==> src/rtl/decode_stage_if.sv <==
// Fetch-to-decode and decode-to-execute handshake bundle: op in, decoded fields out.
// The master side drives in_valid/op/out_ready; the decode stage (slave) drives the rest.
interface decode_stage_if #(
    parameter int INSTR_W = 32,
    parameter int RA_W    = 4,
    parameter int IMM_W   = 16
) ();
    logic               in_valid;
    logic               in_ready;
    logic [INSTR_W-1:0] op;
    logic               out_valid;
    logic               out_ready;
    logic               alu_out;
    logic               comp_out;
    logic               misc_cs;
    logic               maybe_jmp;
    logic               use_r1;
    logic               use_r2;
    logic               reg_we;
    logic [RA_W-1:0]    r1_addr;
    logic [RA_W-1:0]    r2_addr;
    logic [RA_W-1:0]    rw_addr;
    logic [IMM_W-1:0]   default_a1;
    logic [IMM_W-1:0]   default_a2;
    logic [3:0]         optype;

    modport master (
        output in_valid, op, out_ready,
        input  in_ready, out_valid, alu_out, comp_out, misc_cs, maybe_jmp,
               use_r1, use_r2, reg_we, r1_addr, r2_addr, rw_addr,
               default_a1, default_a2, optype
    );

    modport slave (
        input  in_valid, op, out_ready,
        output in_ready, out_valid, alu_out, comp_out, misc_cs, maybe_jmp,
               use_r1, use_r2, reg_we, r1_addr, r2_addr, rw_addr,
               default_a1, default_a2, optype
    );
endinterface

==> src/rtl/decode_stage.sv <==
// Registered decode with pending-write scoreboard; 1-cycle latency, 1 op/cycle when hazard-free.
// Backpressure: in_ready drops on RAW/WAW hazard, flush, or a held output that execute has not taken.
module decode_stage #(
    parameter int INSTR_W = 32,
    parameter int RA_W    = 4,
    parameter int IMM_W   = 16,
    parameter int CNT_W   = 16
) (
    input  logic             clk,
    input  logic             rst_n,
    decode_stage_if.slave    bus,
    input  logic             flush,
    input  logic             wb_valid,
    input  logic [RA_W-1:0]  wb_addr,
    output logic             stall,
    output logic [CNT_W-1:0] stall_cnt
);
    localparam int NREG = 1 << RA_W;

    logic [1:0]      kind;
    logic            dec_use_r1;
    logic            dec_use_r2;
    logic            dec_we;
    logic [RA_W-1:0] dec_rw;
    logic [RA_W-1:0] dec_r1;
    logic [RA_W-1:0] dec_r2;

    logic [NREG-1:0] pending;
    logic [NREG-1:0] pend_eff;
    logic [NREG-1:0] wb_mask;
    logic [NREG-1:0] flush_mask;
    logic [NREG-1:0] set_mask;
    logic            hazard;
    logic            accept;

    assign kind       = bus.op[5:4];
    assign dec_use_r1 = bus.op[6];
    assign dec_use_r2 = bus.op[7];
    assign dec_rw     = bus.op[8 +: RA_W];
    assign dec_r1     = bus.op[12 +: RA_W];
    assign dec_r2     = bus.op[INSTR_W-RA_W +: RA_W];
    assign dec_we     = (kind[0] == kind[1]) || (kind == 2'b10 && !bus.op[0]);

    always_comb begin
        wb_mask    = '0;
        flush_mask = '0;
        set_mask   = '0;
        if (wb_valid)
            wb_mask[wb_addr] = 1'b1;
        // A flushed instruction never writes back, so its reservation must be released here.
        if (flush && bus.out_valid && bus.reg_we)
            flush_mask[bus.rw_addr] = 1'b1;
        if (accept && dec_we)
            set_mask[dec_rw] = 1'b1;
    end

    // Same-cycle writeback bypasses the scoreboard for the hazard check.
    assign pend_eff = pending & ~wb_mask;
    assign hazard   = (dec_use_r1 && pend_eff[dec_r1]) ||
                      (dec_use_r2 && pend_eff[dec_r2]) ||
                      (dec_we     && pend_eff[dec_rw]);

    assign bus.in_ready = !hazard && (!bus.out_valid || bus.out_ready) && !flush;
    assign accept       = bus.in_valid && bus.in_ready;
    assign stall        = bus.in_valid && hazard;

    always_ff @(posedge clk) begin
        if (!rst_n) begin
            pending        <= '0;
            stall_cnt      <= '0;
            bus.out_valid  <= 1'b0;
            bus.alu_out    <= 1'b0;
            bus.comp_out   <= 1'b0;
            bus.misc_cs    <= 1'b0;
            bus.maybe_jmp  <= 1'b0;
            bus.use_r1     <= 1'b0;
            bus.use_r2     <= 1'b0;
            bus.reg_we     <= 1'b0;
            bus.r1_addr    <= '0;
            bus.r2_addr    <= '0;
            bus.rw_addr    <= '0;
            bus.default_a1 <= '0;
            bus.default_a2 <= '0;
            bus.optype     <= '0;
        end else begin
            // Set is applied last so it wins over a same-cycle clear.
            pending <= (pending & ~wb_mask & ~flush_mask) | set_mask;

            if (stall && stall_cnt != {CNT_W{1'b1}})
                stall_cnt <= stall_cnt + 1'b1;

            if (flush)
                bus.out_valid <= 1'b0;
            else if (accept)
                bus.out_valid <= 1'b1;
            else if (bus.out_ready)
                bus.out_valid <= 1'b0;

            if (accept) begin
                bus.alu_out    <= (kind == 2'b00);
                bus.maybe_jmp  <= (kind == 2'b01);
                bus.misc_cs    <= (kind == 2'b10);
                bus.comp_out   <= (kind == 2'b11);
                bus.use_r1     <= dec_use_r1;
                bus.use_r2     <= dec_use_r2;
                bus.reg_we     <= dec_we;
                bus.r1_addr    <= dec_r1;
                bus.r2_addr    <= dec_r2;
                bus.rw_addr    <= dec_rw;
                bus.default_a1 <= bus.op[12 +: IMM_W];
                bus.default_a2 <= bus.op[INSTR_W-IMM_W +: IMM_W];
                bus.optype     <= bus.op[3:0];
            end
        end
    end
endmodule

==> src/flat_wrapper.sv <==
// flat-port wrapper written by rule: the top's interface ports become plain ports
module decode_stage_flat 
#(
    parameter int INSTR_W = 32,
    parameter int RA_W    = 4,
    parameter int IMM_W   = 16,
    parameter int CNT_W   = 16
)
  (clk, rst_n, flush, wb_valid, wb_addr, stall, stall_cnt, bus_in_valid, bus_op, bus_out_ready, bus_in_ready, bus_out_valid, bus_alu_out, bus_comp_out, bus_misc_cs, bus_maybe_jmp, bus_use_r1, bus_use_r2, bus_reg_we, bus_r1_addr, bus_r2_addr, bus_rw_addr, bus_default_a1, bus_default_a2, bus_optype);
  decode_stage_if #(.INSTR_W(INSTR_W), .RA_W(RA_W), .IMM_W(IMM_W)) bus_i ();
  input  logic clk;
  input  logic rst_n;
  input  logic flush;
  input  logic wb_valid;
  input  logic [RA_W-1:0] wb_addr;
  output logic stall;
  output logic [CNT_W-1:0] stall_cnt;
  input wire logic [$bits(bus_i.in_valid)-1:0] bus_in_valid;
  input wire logic [$bits(bus_i.op)-1:0] bus_op;
  input wire logic [$bits(bus_i.out_ready)-1:0] bus_out_ready;
  output wire logic [$bits(bus_i.in_ready)-1:0] bus_in_ready;
  output wire logic [$bits(bus_i.out_valid)-1:0] bus_out_valid;
  output wire logic [$bits(bus_i.alu_out)-1:0] bus_alu_out;
  output wire logic [$bits(bus_i.comp_out)-1:0] bus_comp_out;
  output wire logic [$bits(bus_i.misc_cs)-1:0] bus_misc_cs;
  output wire logic [$bits(bus_i.maybe_jmp)-1:0] bus_maybe_jmp;
  output wire logic [$bits(bus_i.use_r1)-1:0] bus_use_r1;
  output wire logic [$bits(bus_i.use_r2)-1:0] bus_use_r2;
  output wire logic [$bits(bus_i.reg_we)-1:0] bus_reg_we;
  output wire logic [$bits(bus_i.r1_addr)-1:0] bus_r1_addr;
  output wire logic [$bits(bus_i.r2_addr)-1:0] bus_r2_addr;
  output wire logic [$bits(bus_i.rw_addr)-1:0] bus_rw_addr;
  output wire logic [$bits(bus_i.default_a1)-1:0] bus_default_a1;
  output wire logic [$bits(bus_i.default_a2)-1:0] bus_default_a2;
  output wire logic [$bits(bus_i.optype)-1:0] bus_optype;
  assign bus_i.in_valid = bus_in_valid;
  assign bus_i.op = bus_op;
  assign bus_i.out_ready = bus_out_ready;
  assign bus_in_ready = bus_i.in_ready;
  assign bus_out_valid = bus_i.out_valid;
  assign bus_alu_out = bus_i.alu_out;
  assign bus_comp_out = bus_i.comp_out;
  assign bus_misc_cs = bus_i.misc_cs;
  assign bus_maybe_jmp = bus_i.maybe_jmp;
  assign bus_use_r1 = bus_i.use_r1;
  assign bus_use_r2 = bus_i.use_r2;
  assign bus_reg_we = bus_i.reg_we;
  assign bus_r1_addr = bus_i.r1_addr;
  assign bus_r2_addr = bus_i.r2_addr;
  assign bus_rw_addr = bus_i.rw_addr;
  assign bus_default_a1 = bus_i.default_a1;
  assign bus_default_a2 = bus_i.default_a2;
  assign bus_optype = bus_i.optype;
  decode_stage #(.INSTR_W(INSTR_W), .RA_W(RA_W), .IMM_W(IMM_W), .CNT_W(CNT_W)) u_core (.clk(clk), .rst_n(rst_n), .bus(bus_i), .flush(flush), .wb_valid(wb_valid), .wb_addr(wb_addr), .stall(stall), .stall_cnt(stall_cnt));
endmodule
==> config.mk <==
export PLATFORM = sky130hd
export DESIGN_NAME = decode_stage_flat
export DESIGN_NICKNAME = d
export VERILOG_FILES = /design/src/rtl/decode_stage_if.sv /design/src/rtl/decode_stage.sv /design/src/flat_wrapper.sv
export SDC_FILE = /design/constraint.sdc
export NUM_CORES = 1
export LEC_CHECK = 0
export ABC_AREA = 1
export CAP_MARGIN = 25
export CELL_PAD_IN_SITES_DETAIL_PLACEMENT = 0
export CELL_PAD_IN_SITES_GLOBAL_PLACEMENT = 2
export CORE_MARGIN = 2
export CORE_UTILIZATION = 27
export CTS_CLUSTER_SIZE = 25
export DETAILED_ROUTE_END_ITERATION = 8
export PLACE_DENSITY_LB_ADDON = 0.1
export SLEW_MARGIN = 0
export SYNTH_ARGS = -nofsm -noshare
export SYNTH_HDL_FRONTEND = slang
export SYNTH_SLANG_ARGS = --single-unit
==> constraint.sdc <==
create_clock -name clk -period 3 [get_ports clk]
set_input_delay 0.45 -clock clk [delete_from_list [all_inputs] [get_ports clk]]
set_output_delay 0.45 -clock clk [all_outputs]
set_load 0.01 [all_outputs]
== Yosys cells after proc, flatten, opt, wreduce, memory -nomap -nowiden ==
Index checks and enable logic that the tools add are counted.

* Bits of input ports: 42
* Output and inout bits: 74
* Bits in registers: 88

* Reduce and logical (&&, ||, !) cells: 26
* Equal/unequal tests: 5
* $add $sub $neg: 1
* Muxes and demuxes: 17
* Bitwise logic cells: 6
* $lt $le $gt $ge: 8

{| class="wikitable"
|+ Operators by type and width
! operator !! number
|-
| 16-bit two-way mux || 3
|-
| 16-bit bitwise AND || 2
|-
| 16-bit NOT || 2
|-
| 4-bit by 5-bit less-than comparator with 1-bit output, second input constant || 5
|-
| 16-bit by 1-bit adder with 16-bit output, second input constant || 1
|-
| 16-bit != test, second input constant || 1
|-
| 16-bit OR || 1
|-
| 1-bit logical AND || 15
|-
| 1-bit binary-select mux with 4-bit select || 3
|-
| 1-bit demux with 4-bit select || 3
|-
| 4-bit by 1-bit greater-or-equal comparator with 1-bit output, second input constant || 3
|-
| 1-bit two-way mux || 8
|-
| 2-bit == test, second input constant || 2
|-
| 1-bit zero test || 4
|-
| 1-bit logical OR || 4
|-
| 2-bit by 1-bit == test with 1-bit output, second input constant || 1
|-
| 2-bit zero test || 1
|-
| 2-bit nonzero test || 1
|-
| 2-bit OR reduction || 1
|-
| 1-bit == test || 1
|-
| 1-bit NOT || 1
|}

== Logic depth before layout (Yosys ltp) ==
* Word-level depth: 19
* Depth in mapped cells: 19
* Mapped depth without buffers: 17

== Worst setup path before layout ==
OpenSTA, ideal clock, no wires.

* Kind: input port to output port
* Start point: in wb_addr[1]
* End point: out bus_in_ready
* Data arrival time: 1.677 ns
* Stages: 13
* Required time: 2.550 ns
* Path buffers: 1
* Setup slack: 0.873 ns
* Path through: inv_1 nor2_1 nand3_1 nand2_1 nand2_1 nand2_1 nor2_1 nor2_1 nor2_1 nand3_1 nand3_2 nor2_4 buf_2

* Cells in the longest elaborated chain, start to end: 15
* Elaborated cells on any way between the ends: 22
* Those cells by class: 2 x order compare; 9 x mux; 2 x bitwise; 9 x reduce/logical

{| class="wikitable"
|+ Ends and longest elaborated chain
! element !! RTL line !! text
|-
| start: declaration || flat_wrapper.sv:15 || <nowiki>input logic [RA_W-1:0] wb_addr;</nowiki>
|-
| 4-bit by 5-bit less-than comparator with 1-bit output (not written as such) or 4-bit by 1-bit greater-or-equal comparator with 1-bit output (tied branches) || decode_stage.sv:49 || <nowiki>wb_mask[wb_addr] = 1'b1;</nowiki>
|-
| 1-bit logical AND (not written as such) || decode_stage.sv:49 ||
|-
| 1-bit two-way mux (not written as such) || decode_stage.sv:49 ||
|-
| 1-bit demux with 4-bit select (*) || - ||
|-
| 16-bit two-way mux (*) || decode_stage.sv:48 || <nowiki>if (wb_valid)</nowiki>
|-
| 16-bit NOT (*) || decode_stage.sv:58 || <nowiki>assign pend_eff = pending & ~wb_mask;</nowiki>
|-
| 16-bit bitwise AND (*) || decode_stage.sv:58 ||
|-
| 1-bit binary-select mux with 4-bit select (on tied branches) || decode_stage.sv:59, decode_stage.sv:60 ||
|-
| 1-bit two-way mux (on tied branches) || decode_stage.sv:59, decode_stage.sv:60 ||
|-
| 1-bit logical AND (on tied branches) || decode_stage.sv:59, decode_stage.sv:60 ||
|-
| 1-bit logical OR || decode_stage.sv:59 || <nowiki>assign hazard = (dec_use_r1 && pend_eff[dec_r1]) ||</nowiki>
|-
| 1-bit logical OR (*) || decode_stage.sv:60 || <nowiki>(dec_use_r2 && pend_eff[dec_r2]) ||</nowiki>
|-
| 1-bit zero test (*) || decode_stage.sv:63 || <nowiki>assign bus.in_ready = !hazard && (!bus.out_valid || bus.out_ready) && !flush;</nowiki>
|-
| 1-bit logical AND (*) (2 in a row) || decode_stage.sv:63 ||
|-
| end: declaration || flat_wrapper.sv:21 || <nowiki>output wire logic [$bits(bus_i.in_ready)-1:0] bus_in_ready;</nowiki>
|}

Mark *: on every way between the ends. The rest lies on a longest branch, timed or not. The select of a mux whose other input is x is not followed.

== Worst setup path in the final report ==
* Start point: in wb_valid
* End point: out bus_in_ready

* Cells in the longest elaborated chain, start to end: 11
* Elaborated cells on any way between the ends: 17
* Those cells by class: 7 x mux; 2 x bitwise; 8 x reduce/logical

{| class="wikitable"
|+ Ends and longest elaborated chain
! element !! RTL line !! text
|-
| start: declaration || flat_wrapper.sv:14 || <nowiki>input logic wb_valid;</nowiki>
|-
| 16-bit two-way mux (*) || decode_stage.sv:48 ||
|-
| 16-bit NOT (*) || decode_stage.sv:58 ||
|-
| 16-bit bitwise AND (*) || decode_stage.sv:58 ||
|-
| 1-bit binary-select mux with 4-bit select (on tied branches) || decode_stage.sv:59, decode_stage.sv:60 ||
|-
| 1-bit two-way mux (on tied branches) || decode_stage.sv:59, decode_stage.sv:60 ||
|-
| 1-bit logical AND (on tied branches) || decode_stage.sv:59, decode_stage.sv:60 ||
|-
| 1-bit logical OR || decode_stage.sv:59 ||
|-
| 1-bit logical OR (*) || decode_stage.sv:60 ||
|-
| 1-bit zero test (*) || decode_stage.sv:63 ||
|-
| 1-bit logical AND (*) (2 in a row) || decode_stage.sv:63 ||
|}

Marks and branches as above.

==> run metrics <==
CTS tree=done; share of cells above drive strength 1=about 10%; DR DRC count=0; IO Count=between 100 and 150; Mean Syn Cell Area=approximately 6.6 um2; post-CTS setup buffers=0; total power=~2600 uW; WL met3=between 700 and 800 um; number of buffers created by CTS=9; status=completed; worst path arrival time=~2.4 ns; Chip Width=between 100 and 150 um; die height=between 100 and 150 um; Final period util=about 95%; internal power=about 1900 uW; worst skew pair latency=about 0.34 ns; Cell Rows=43; RSZ-0062 raised after global routing=false; #FFs+latches synth=68; Reg clk slew, reported paths=0.05 ns; yosys warns=0; Post-Syn Area=between 3000 and 4000 um2; final setup margin=0.1507 ns; most common cell after layout, fill and taps aside=clkdlybuf4s50_1; routed vias/inst=~4.7; routed wl met2=6044 um; Req. time, crit path=~2.6 ns; Port-buffer cells=115; Place WS=-0.2421 ns; Initial Util=between 20 and 30%; Final #Nets=about 750; Routed met1 length=roughly 6600 um; post-synthesis sequential area ratio=35.12%; core area=13,930 um2; CTS H-tree depth=3; Least-Margin Pin Slew=0.5537 ns; minimum clock period=around 2.8 ns; top layer reached by signal wires=met4; Clock Path Buffers=2; Max Fanout on Critical Path=13; # clock sinks=between 60 and 70; Final setup violation count=0; gr ovfl total=0; MaxCap Viol Count=0; WL final=approximately 13,000 um; full die area=roughly 15,000 um2; syn nets=~630; Clock Power Share=44.3%; Antenna Nets Post-Route=0; switching share of total power=26.28%; Setup Crit Path Kind=in2out; Distinct cells, synth=28; crit end category=output port; Leakage=around 0.0021 uW; antenna violations before repair=0; Via Count=around 4,200; HP Class=reg2reg; CP top delay family=buffers and inverters; max-slew violations=0; Worst path max stage delay=approximately 0.53 ns; Total GRT Usage=between 10% and 20%; Final Hold Viols=0; drt pass-1 iters=4; GP Congestion=around 0.85; relative slew slack=between 60% and 70%; register area=~1400 um2; CP most frequent cell=nand3_1; ant diodes=0; largest net degree at the start of global routing=37; clock skew=between 0.01 and 0.015 ns; Filler Cell Count=~1,500; area delta synth->final=44.67%; post-synthesis cell count=590; CP max stage cell=clkdlybuf4s50_1; Comb pwr share=18.4%; DR iter-0 viols=230; multi-input logic area=around 2100 um2; Max IR drop VDD=0.0001980 V; fmax=351.0 MHz; Psw=684.3 uW; share of power burned in registers=37.3%; Pwr Density=approximately 460 nW/um2; commonest non-fill, non-tap cells in the layout=clkdlybuf4s50_1, nor2_1, nand3_1, nand2_1, dfxtp_1; Worst setup SP type=input port; Detailed Place HPWL=approximately 10,000 um; vias in the first global route=between 4,000 and 5,000; first-pass GRT wire length=between 20,000 and 25,000 um; root buffer cell=clkbuf_16; critical-path cell list=clkdlybuf4s50_1 > buf_6 > nand3_1 > nand3_1 > nand3_1 > nand3_1 > nand3_1 > nand3_1 > nand3_2 > nor2_4 > dlygate4sd2_1; WL per Instance=approximately 15 um; Buf+Inv Stages, Crit Path=3
[flip-flops by register name, summed over array words and instances, names as in the netlist, 4 cells and up]
signal / count
u_core.bus.default_a1: 4
u_core.bus.default_a2: 15
u_core.bus.optype: 4
u_core.bus.rw_addr: 4
u_core.pending: 16
u_core.stall_cnt: 16
[power groups by stage]
stage          registers [uW]  logic [uW]  clock network, uW
4_1_cts                   971         483               1180
3_3_place_gp              989         480                  0
2_1_floorplan            1000         225                  0
5_1_grt                   977         530               1220
3_5_place_dp              991         480                  0
6_report                  971         479               1150
[layout make-up]
class,instances,share of cell area (%)
clock buffer,11,4.328
multi-input combinational,434,37.46
tap,180,4.016
timing repair buffer,151,25.64
inverter,44,2.967
clock inverter,4,1.316
sequential,68,24.27
[per-stage QoR]
step | cell area [um2] | hold slack (ns) | util (%) | setup TNS (ns) | instances
CTS | 5597 | 0.4833 | 40.16 | -0.09208 | 892
floorplan | 3876 | 0.4979 | - | 0 | 590
detailed placement | 5253 | 0.4719 | 37.69 | -5.658 | 877
finish | 5608 | 0.4789 | 40.24 | 0 | 892
global placement | 5253 | 0.4631 | 37.69 | -8.066 | 877
global route | 5608 | 0.5219 | 40.24 | 0 | 892
[Yosys cell counts, drive strengths merged]
cell type  count  area (um2)
clkinv         2       8.750
xnor2          8       70.07
or2            2       12.51
buf           30       227.7
inv           42       157.6
ha             1       12.51
nor4           3       18.77
nand3        102       515.5
clkbuf        14       55.05
xor2           5       43.79
o21bai        12       90.09
dfxtp         68        1361
nand2         90       340.3
nand3b         2       15.01
nor2         114       440.4
a21oi         35       175.2
o21ai         38       190.2
nand4         19       118.9
o211ai         3       22.52
[final timing paths]
check                                            end  slack, ns                  from  cells past startpoint
worst max-delay path                    bus_in_ready       0.15              wb_valid                     11
worst min-delay path            u_core.bus.optype[3]       0.48  u_core.bus.optype[3]                      2
worst max register to register  u_core.stall_cnt[14]       0.57   u_core.stall_cnt[0]                     10
worst min register to register  u_core.bus.optype[3]       0.48  u_core.bus.optype[3]                      2
[metal layers]
layer  vias up  GRT usage (%)
met3        13          2.930
li1       2173              -
met4         0          5.682
met1      1918          24.16
met2       127          29.16
met5         -              0
[timing repair]
action                     in CTS  in global routing
gates resized for setup        16                  3
hold buffers                    0                  0
setup endpoints to repair       2                  1
[worst register-to-register path, cell delays in order, from the launching register on]
cell     delay [ns]
dfxtp_1        0.40
ha_1           0.24
nand3_1        0.11
nor2_1         0.28
nand4_1        0.17
nor2_1         0.18
nand4_1        0.35
nand2_1        0.24
buf_4          0.20
nand2_1        0.07
a21oi_1        0.13
[logic make-up after synthesis]
| group | synth area share, % |
|---|---|
| AND/OR/NAND/NOR | 37.70 |
| AO/OA/AOI/OAI | 12.33 |
| buffers and inverters | 11.59 |
| flip-flops | 35.12 |
| XOR/XNOR | 2.937 |
| adder cells (fa/ha/maj) | 0.3227 |
No activity file was read; power rests on OpenSTA's default activity.
